### config.mk
export PLATFORM = sky130hd
export DESIGN_NAME = data_deskew
export DESIGN_NICKNAME = d
export VERILOG_FILES = /design/src/rtl/data_deskew_pkg.sv /design/src/rtl/data_deskew_lane_delay.sv /design/src/rtl/data_deskew.sv
export SDC_FILE = /design/constraint.sdc
export NUM_CORES = 1
export LEC_CHECK = 0
export BUFFER_PORTS_ARGS = -buffer_cell sky130_fd_sc_hd__buf_2
export CORE_MARGIN = 8
export CORE_UTILIZATION = 40
export CTS_BUF_LIST = sky130_fd_sc_hd__clkbuf_4
export DETAILED_ROUTE_END_ITERATION = 10
export GPL_ROUTABILITY_DRIVEN = 0
export PLACE_DENSITY_LB_ADDON = 0.12
export SYNTH_ARGS = -nofsm -noshare
export SYNTH_HDL_FRONTEND = slang
export SYNTH_SLANG_ARGS = --single-unit
### constraint.sdc
create_clock -name clk -period 16.3 [get_ports clk]
set_clock_uncertainty 0.1 [all_clocks]
set_input_delay 2.445 -clock clk [delete_from_list [all_inputs] [get_ports clk]]
set_output_delay 2.445 -clock clk [all_outputs]
set_load 0.05 [all_outputs]
### src/rtl/data_deskew_pkg.sv
`default_nettype none
// ============================================================================
// Module      : data_deskew_pkg
// Description : Constants and helpers shared by the output deskew stage and
//               the input skew stage. Both ends of the systolic array import
//               the same defaults so the lane count and element width cannot
//               drift apart.
//                 c_default_data_width : width of one lane element
//                 c_default_lanes      : lanes per array tile column
//                 c_max_lanes          : upper limit on supported lanes
//                 lane_lsb()           : bit offset of a lane in a packed vector
// Revision    : 1.0 - initial release
// ============================================================================
package data_deskew_pkg;

    localparam int c_default_data_width = 22;
    localparam int c_default_lanes      = 6;
    localparam int c_max_lanes          = 16;

    // Lane k of a packed vector occupies [width*(k+1)-1 : width*k].
    function automatic int lane_lsb(input int lane, input int width);
        return lane * width;
    endfunction

endpackage : data_deskew_pkg
`default_nettype wire

### src/rtl/data_deskew_lane_delay.sv
`default_nettype none
// ============================================================================
// Module      : lane_delay
// Description : Fixed-depth shift register for one lane (data and valid
//               travel together). DEPTH=0 is a pure pass-through.
//               Ports:
//                 clk : clock, rising edge
//                 rst : asynchronous active-high reset, clears every stage
//                 en  : advance; when 0 every stage holds
//                 d   : lane input  [WIDTH-1:0]
//                 q   : lane output [WIDTH-1:0], d delayed by DEPTH advances
// Revision    : 1.0 - initial release
// ============================================================================
module lane_delay #(
    parameter int WIDTH = 23,
    parameter int DEPTH = 1
) (
    input  wire logic             clk,
    input  wire logic             rst,
    input  wire logic             en,
    input  wire logic [WIDTH-1:0] d,
    output logic      [WIDTH-1:0] q
);

    if (DEPTH == 0) begin : g_pass
        // The last lane needs no delay; the control inputs are unused here.
        logic w_unused;
        assign w_unused = &{1'b0, clk, rst, en};
        assign q        = d;
    end else begin : g_shift
        logic [WIDTH-1:0] r_stage [DEPTH];

        always_ff @(posedge clk or posedge rst) begin
            if (rst) begin
                for (int k = 0; k < DEPTH; k++) begin
                    r_stage[k] <= '0;
                end
            end else if (en) begin
                r_stage[0] <= d;
                for (int k = 1; k < DEPTH; k++) begin
                    r_stage[k] <= r_stage[k-1];
                end
            end
        end

        assign q = r_stage[DEPTH-1];
    end

endmodule : lane_delay
`default_nettype wire

### src/rtl/data_deskew.sv
`default_nettype none
// ============================================================================
// Module      : data_deskew
// Description : Realigns the diagonally skewed output wavefront of the
//               systolic array into whole rows. Lane i is delayed by
//               LANES-1-i advances so all lanes of one row meet at the tap,
//               then the row is registered when every lane is valid.
//               Ports:
//                 clk        : clock, rising edge
//                 rst        : asynchronous active-high reset
//                 en         : global advance; when 0 everything holds
//                 din        : skewed lane data, DATA_WIDTH*LANES packed
//                 din_valid  : per-lane valid, skewed like din
//                 dout       : aligned row, same packing as din
//                 dout_valid : dout carries a complete row
//                 skew_err   : lane valids disagreed on last advance
//                 row_count  : rows emitted since reset (wraps)
// Revision    : 1.0 - initial release
// ============================================================================
module data_deskew
    import data_deskew_pkg::*;
#(
    parameter int DATA_WIDTH = c_default_data_width,
    parameter int LANES      = c_default_lanes,
    parameter int CNT_WIDTH  = 16
) (
    input  wire logic                        clk,
    input  wire logic                        rst,
    input  wire logic                        en,
    input  wire logic [DATA_WIDTH*LANES-1:0] din,
    input  wire logic [LANES-1:0]            din_valid,
    output logic      [DATA_WIDTH*LANES-1:0] dout,
    output logic                             dout_valid,
    output logic                             skew_err,
    output logic      [CNT_WIDTH-1:0]        row_count
);

    logic [DATA_WIDTH*LANES-1:0] w_tap_data;
    logic [LANES-1:0]            w_tap_valid;
    logic                        w_all_v;
    logic                        w_any_v;

    logic [DATA_WIDTH*LANES-1:0] r_dout;
    logic                        r_dout_valid;
    logic                        r_skew_err;
    logic [CNT_WIDTH-1:0]        r_row_count;

    // Lane i arrives i advances after lane 0, so it waits LANES-1-i more.
    for (genvar i = 0; i < LANES; i++) begin : g_lane
        logic [DATA_WIDTH:0] w_lane_in;
        logic [DATA_WIDTH:0] w_lane_out;

        assign w_lane_in = {din_valid[i], din[lane_lsb(i, DATA_WIDTH) +: DATA_WIDTH]};

        lane_delay #(
            .WIDTH (DATA_WIDTH + 1),
            .DEPTH (LANES - 1 - i)
        ) u_lane_delay (
            .clk (clk),
            .rst (rst),
            .en  (en),
            .d   (w_lane_in),
            .q   (w_lane_out)
        );

        assign w_tap_data[lane_lsb(i, DATA_WIDTH) +: DATA_WIDTH] = w_lane_out[DATA_WIDTH-1:0];
        assign w_tap_valid[i]                                    = w_lane_out[DATA_WIDTH];
    end

    assign w_all_v = &w_tap_valid;
    assign w_any_v = |w_tap_valid;

    // A partially valid tap is a broken row: flag it, never load or count it.
    always_ff @(posedge clk or posedge rst) begin
        if (rst) begin
            r_dout       <= '0;
            r_dout_valid <= 1'b0;
            r_skew_err   <= 1'b0;
            r_row_count  <= '0;
        end else if (en) begin
            r_dout_valid <= w_all_v;
            r_skew_err   <= w_any_v & ~w_all_v;
            if (w_all_v) begin
                r_dout      <= w_tap_data;
                r_row_count <= r_row_count + CNT_WIDTH'(1);
            end
        end
    end

    assign dout       = r_dout;
    assign dout_valid = r_dout_valid;
    assign skew_err   = r_skew_err;
    assign row_count  = r_row_count;

endmodule : data_deskew
`default_nettype wire
-- Word level (Yosys, flattened, before mapping)
Index checks and enable logic that the tools add are counted.
- bits in registers: 495
- bits of input ports: 141
- logic and storage cells: 25
- $add $sub $neg: 1
- bitwise logic cells: 2
- reduce and logical (&&, ||, !) cells: 3
- operator list (operator ; count):
    16-bit by 1-bit adder with 16-bit output, second input constant ; 1
    7-bit AND reduction ; 1
    6-bit AND reduction ; 1
    6-bit OR reduction ; 1
    1-bit AND ; 1
    1-bit NOT ; 1

-- Depth between registers and ports, before layout
- depth in word-level cells: 3
- depth in mapped cells: 6
- gate-level depth less buffers: 5

-- Modules after synthesis
A second synthesis with hierarchy kept.
- cells, all modules: 1480
- area, all modules: 20370.8 um^2
- by module, submodules not included (module ; instances ; cells each ; area an instance (um^2) ; sequential area each (um^2)):
    data_deskew ; 1 ; 632 ; 5833.1 ; 3753.6
    lane_delay (g_lane[0].u_lane_delay) ; 1 ; 267 ; 4645.7 ; 2877.8
    lane_delay (g_lane[1].u_lane_delay) ; 1 ; 218 ; 3991.3 ; 2302.2
    lane_delay (g_lane[2].u_lane_delay) ; 1 ; 170 ; 2780.2 ; 1726.7
    lane_delay (g_lane[3].u_lane_delay) ; 1 ; 121 ; 2087.0 ; 1151.1
    lane_delay (g_lane[4].u_lane_delay) ; 1 ; 49 ; 860.8 ; 575.6
    lane_delay (g_lane[5].u_lane_delay) ; 1 ; 23 ; 172.7 ; 0.0

-- Worst setup path before layout
OpenSTA, ideal clock, no wires.
- kind: input to register
- from: input en
- to: register r_dout[10] (netlist: dout[10])
- setup time: 0.125 ns
- arrival time: 3.673 ns
- data required time: 16.075 ns
- slack: 12.402 ns
- cell stages on the path: 6
- buffers on the path: 3
- cells stage by stage: buf_2 > nand3_2 > nor2_2 > buf_2 > buf_2 > mux2_2
- word-level cells in the longest chain between the ends: 1
- RTL lines (item ; line ; text):
    start: declaration ; data_deskew.sv:29 ; input wire logic en,
    7-bit AND reduction (no line) ; - ;
    end signal: assignment ; data_deskew.sv:84 ; r_dout <= w_tap_data;
    end: declaration ; data_deskew.sv:43 ; logic [DATA_WIDTH*LANES-1:0] r_dout;
Every way passes these cells.
A chain may end at the register's enable or synchronous reset.

-- Final worst setup path
- from: input en
- to: register r_dout[88] (netlist: dout[88])
Same word-level chain as after synthesis.

==> results.md <==
STA:
- The final max-slew violation count was 0.
- The relative slew slack is 34.0%.
- Setup repair after global routing left no endpoint under its margin.
- The hold violation total from the final report is 0.
- For the finished layout, the period the worst path requires is 5.27 ns.
- Static timing analysis puts the maximum clock frequency at 190 MHz.
- The worst path uses 32.3% of the clock period.
- The transition at the pin with the smallest max-transition slack is 0.990 ns.
- Setup violations remaining at the end of the flow were counted as 0.
- Setup total negative slack on the finished layout was measured at 0 ns.

Drt:
- The violation count after the first detailed-routing iteration is 336.
- The post-detailed-route DRC marker count is 0.
- The per-cell via count in the routed design is 4.71.
- The detailed-route wire length per cell is 16.9 µm.
- The first detailed-routing pass ran for 3 iterations.
- The total via count in the routed design is 10148.
- The remaining antenna violation count is 0.
- The routed design has 36500 µm of wire.

Synth:
- By area, the combinational part of the netlist is dominated by multiplexers.
- The number of instances in the synthesized netlist is 1083.
- The synthesized net count is 1225.
- In this run the cell area of the synthesized design comes to 0.0184 mm².
- The synthesized netlist devotes 0.102% of its cell area to compound gates.
- The register bit count reported by yosys is 495.
- The sequential share of the synthesized area is 67.4%.
- The adder and majority cell fraction of the synthesized area is 0.0681%.
- After synthesis, the netlist uses 24 different library cells.
- The share of the synthesized netlist area taken by xor and xnor gates is 0.715%.
- Dividing the synthesized area by the synthesized cell count gives 17.0 µm².
- The share of synthesized area spent on multiplexers is 29.3%.
- The number of warnings printed during yosys synthesis is 0.
- The synthesized netlist devotes 1.10% of its cell area to simple gates.

Global route:
- The initial antenna violation count is 8.
- The largest net degree at the start of global routing is 175.
- For this run, the total global-route usage over all layers was measured as 14.2%.
- The first global-routing pass estimated 60300 µm of wire.
- Summed over all layers, the global routing overflow is 0.
- The via count of the first global-routing pass is 11000.

Clocking:
- TritonCTS built the clock tree.
- The total clock buffers created by CTS is 134.
- The number of hold buffers added after cts is 0.
- The post-CTS setup buffer count is 0.
- The latest clock arrival within the worst-skew pair is 0.88 ns.
- The buffer depth of the longest clock path is 3.
- The post-cts gate resize count is 0.
- Clock-pin slew was measured on the worst setup and hold paths at 0.07 ns.
- For this design, the sink count on the clock tree is 495.
- The H-tree depth is 4.
- Clock tree synthesis selected as its root buffer the cell clkbuf_4.

Status:
- The run finished with clean final reports.

Min path:
- The startpoint of the worst hold path is g_lane[2].u_lane_delay.g_shift.r_stage[41].
- Along the worst hold path, the cell count comes to 1.
- For hold timing, the worst endpoint is g_lane[2].u_lane_delay.q[18].
- The path category of the worst min-delay check is reg2reg.

Power and ir drop:
- In this run the static leakage power is 10.6 nW.
- The worst ir drop on vdd is 0.0000835 V.
- For this design the ratio of total power to cell area is 153 mW/mm².
- The total power after layout is 3.38 mW.

Placement:
- The half-perimeter wire length after placement is 23600 µm.
- The count of input and output buffers is 290.

Final layout:
- The relative area change from synthesis to final layout is 20.3%.
- The layout net count is 1607.
- The fraction of final layout cells with drive strength greater than 1 is 64.1%.

Critical path:
- The highest net fanout along the worst path is 79.
- The launch instance of the worst register-to-register path is g_lane[0].u_lane_delay.q[22].
- The required time reported for the critical path endpoint is 16.95 ns.
- The critical path endpoint category is a flip-flop.
- The worst register-to-register path ends at dout[88].
- The depth of the worst register-to-register path is 5.
- The worst setup path is of the in2reg kind.
- Data on the critical path arrives at its endpoint at 5.92 ns.
- The setup check on the worst reg-to-reg path leaves a slack of 12.76 ns.
- The worst setup path is launched from an input pin.

Run:
- The max-capacitance violation count is 0.

Floorplan:
- The die covers 0.0531 mm².
- The total area inside the core boundary comes to 0.0454 mm².
- 291 I/O pins were placed.
- The starting density of the core is 40.5%.
- The die is 230 µm wide.
- The floorplan has 78 rows.
- The overall die height is 230 µm.
[cell usage after synthesis, drive strengths merged]
| cell | instances | area share, % |
|---|---|---|
| nor4 | 2 | 0.068 |
| o21ai | 1 | 0.027 |
| xnor2 | 7 | 0.33 |
| clkbuf | 38 | 0.78 |
| nor3 | 5 | 0.25 |
| buf | 17 | 0.46 |
| nand4 | 4 | 0.22 |
| ha | 1 | 0.068 |
| inv | 5 | 0.10 |
| nand2 | 8 | 0.16 |
| nor2 | 3 | 0.075 |
| and4 | 2 | 0.095 |
| or4 | 1 | 0.041 |
| mux2 | 478 | 29 |
| nand3 | 5 | 0.16 |
| and3 | 1 | 0.034 |
| o22ai | 1 | 0.034 |
| xor2 | 8 | 0.38 |
| o211ai | 1 | 0.041 |
| dfrtp | 495 | 67 |
[critical path: stages]
cell and delay, ns:
buf_8 0.43, nand3_2 0.25, nor2_4 0.65, buf_4 0.75, buf_4 0.81, mux2_2 0.41
[stage by stage]
stage / hold WS [ns] / instance area (µm²) / instances / setup slack [ns] / utilization (%)
after global routing: 0.390 / 22100 / 2149 / 10.81 / 48.7
after CTS: 0.388 / 22100 / 2147 / 11.10 / 48.7
final: 0.372 / 22100 / 2153 / 11.03 / 48.7
after detailed placement: 0.380 / 20500 / 1929 / 10.05 / 45.1
after floorplan: 0.375 / 18400 / 1083 / 7.04 / -
after global placement: 0.371 / 20500 / 1929 / 10.11 / 45.1
[power breakdown]
group | internal [mW] | switching [mW]
registers | 1.46 | 0.121
clock network | 0.578 | 0.476
logic | 0.259 | 0.486
[cells by family after synthesis]
logic type      Yosys count
compound gates            3
xor+xnor                 15
fa+ha+maj                 1
buf+inv                  60
flops                   495
mux                     478
simple gates             31
[layout by cell type, fill, tap and decap left out]
master and count:
clkbuf_4 197, nand3_2 1, nand2_1 8, clkinv_2 1, xnor2_1 7, or4_1 1, ha_1 1, nor2_4 1
buf_4 10, diode_2 6, dfrtp_1 495, buf_12 1, o211ai_1 1, clkinvlp_4 3, o22ai_1 1, and4_1 2
inv_2 3, o21ai_0 1, nor2_1 2, buf_8 1, bufinv_16 2, nor4_1 2, nand3_1 4, nor3_2 4
xor2_1 8, nor3_1 1, and3_1 1, nand4_1 3, clkinv_1 13, mux2_2 478, nand4_4 1, buf_2 289
inv_1 4
[area by class of cell]
| class | count | area, µm² |
|---|---|---|
| multi-input combinational | 528 | 5750 |
| clock buffer | 197 | 1480 |
| timing repair buffer | 301 | 1560 |
| clock inverter | 21 | 140 |
| antenna | 6 | 15.0 |
| sequential | 495 | 12400 |
| tap | 600 | 751 |
| inverter | 5 | 22.5 |
| fill | 4129 | 23300 |
[worst max path at each step]
stage	slack [ns]	startpoint	to	cells past startpoint
2_1_floorplan	7.04	rst	dout[0]	1
3_3_place_gp	10.11	en	dout[32]	6
3_5_place_dp	10.05	en	dout[115]	6
4_1_cts	11.10	en	dout[88]	6
5_1_grt	10.81	en	dout[114]	6
6_report	11.03	en	dout[88]	6
[metal layers]
layer	part of all wire, %	global-route usage [%]
met1	43	17.3
met2	47	21.2
met3	8.0	6.72
met4	2.2	6.51
met5	0.17	0
[state kept, by name (all words and copies together) (netlist names)]
| register | flops |
|---|---|
| g_lane.u_lane_delay.q | 115 |
| skew_err | 1 |
| g_lane.u_lane_delay.g_shift.r_stage | 230 |
| dout_valid | 1 |
| row_count | 16 |
| dout | 132 |
Power figures use the tool's default switching activity.
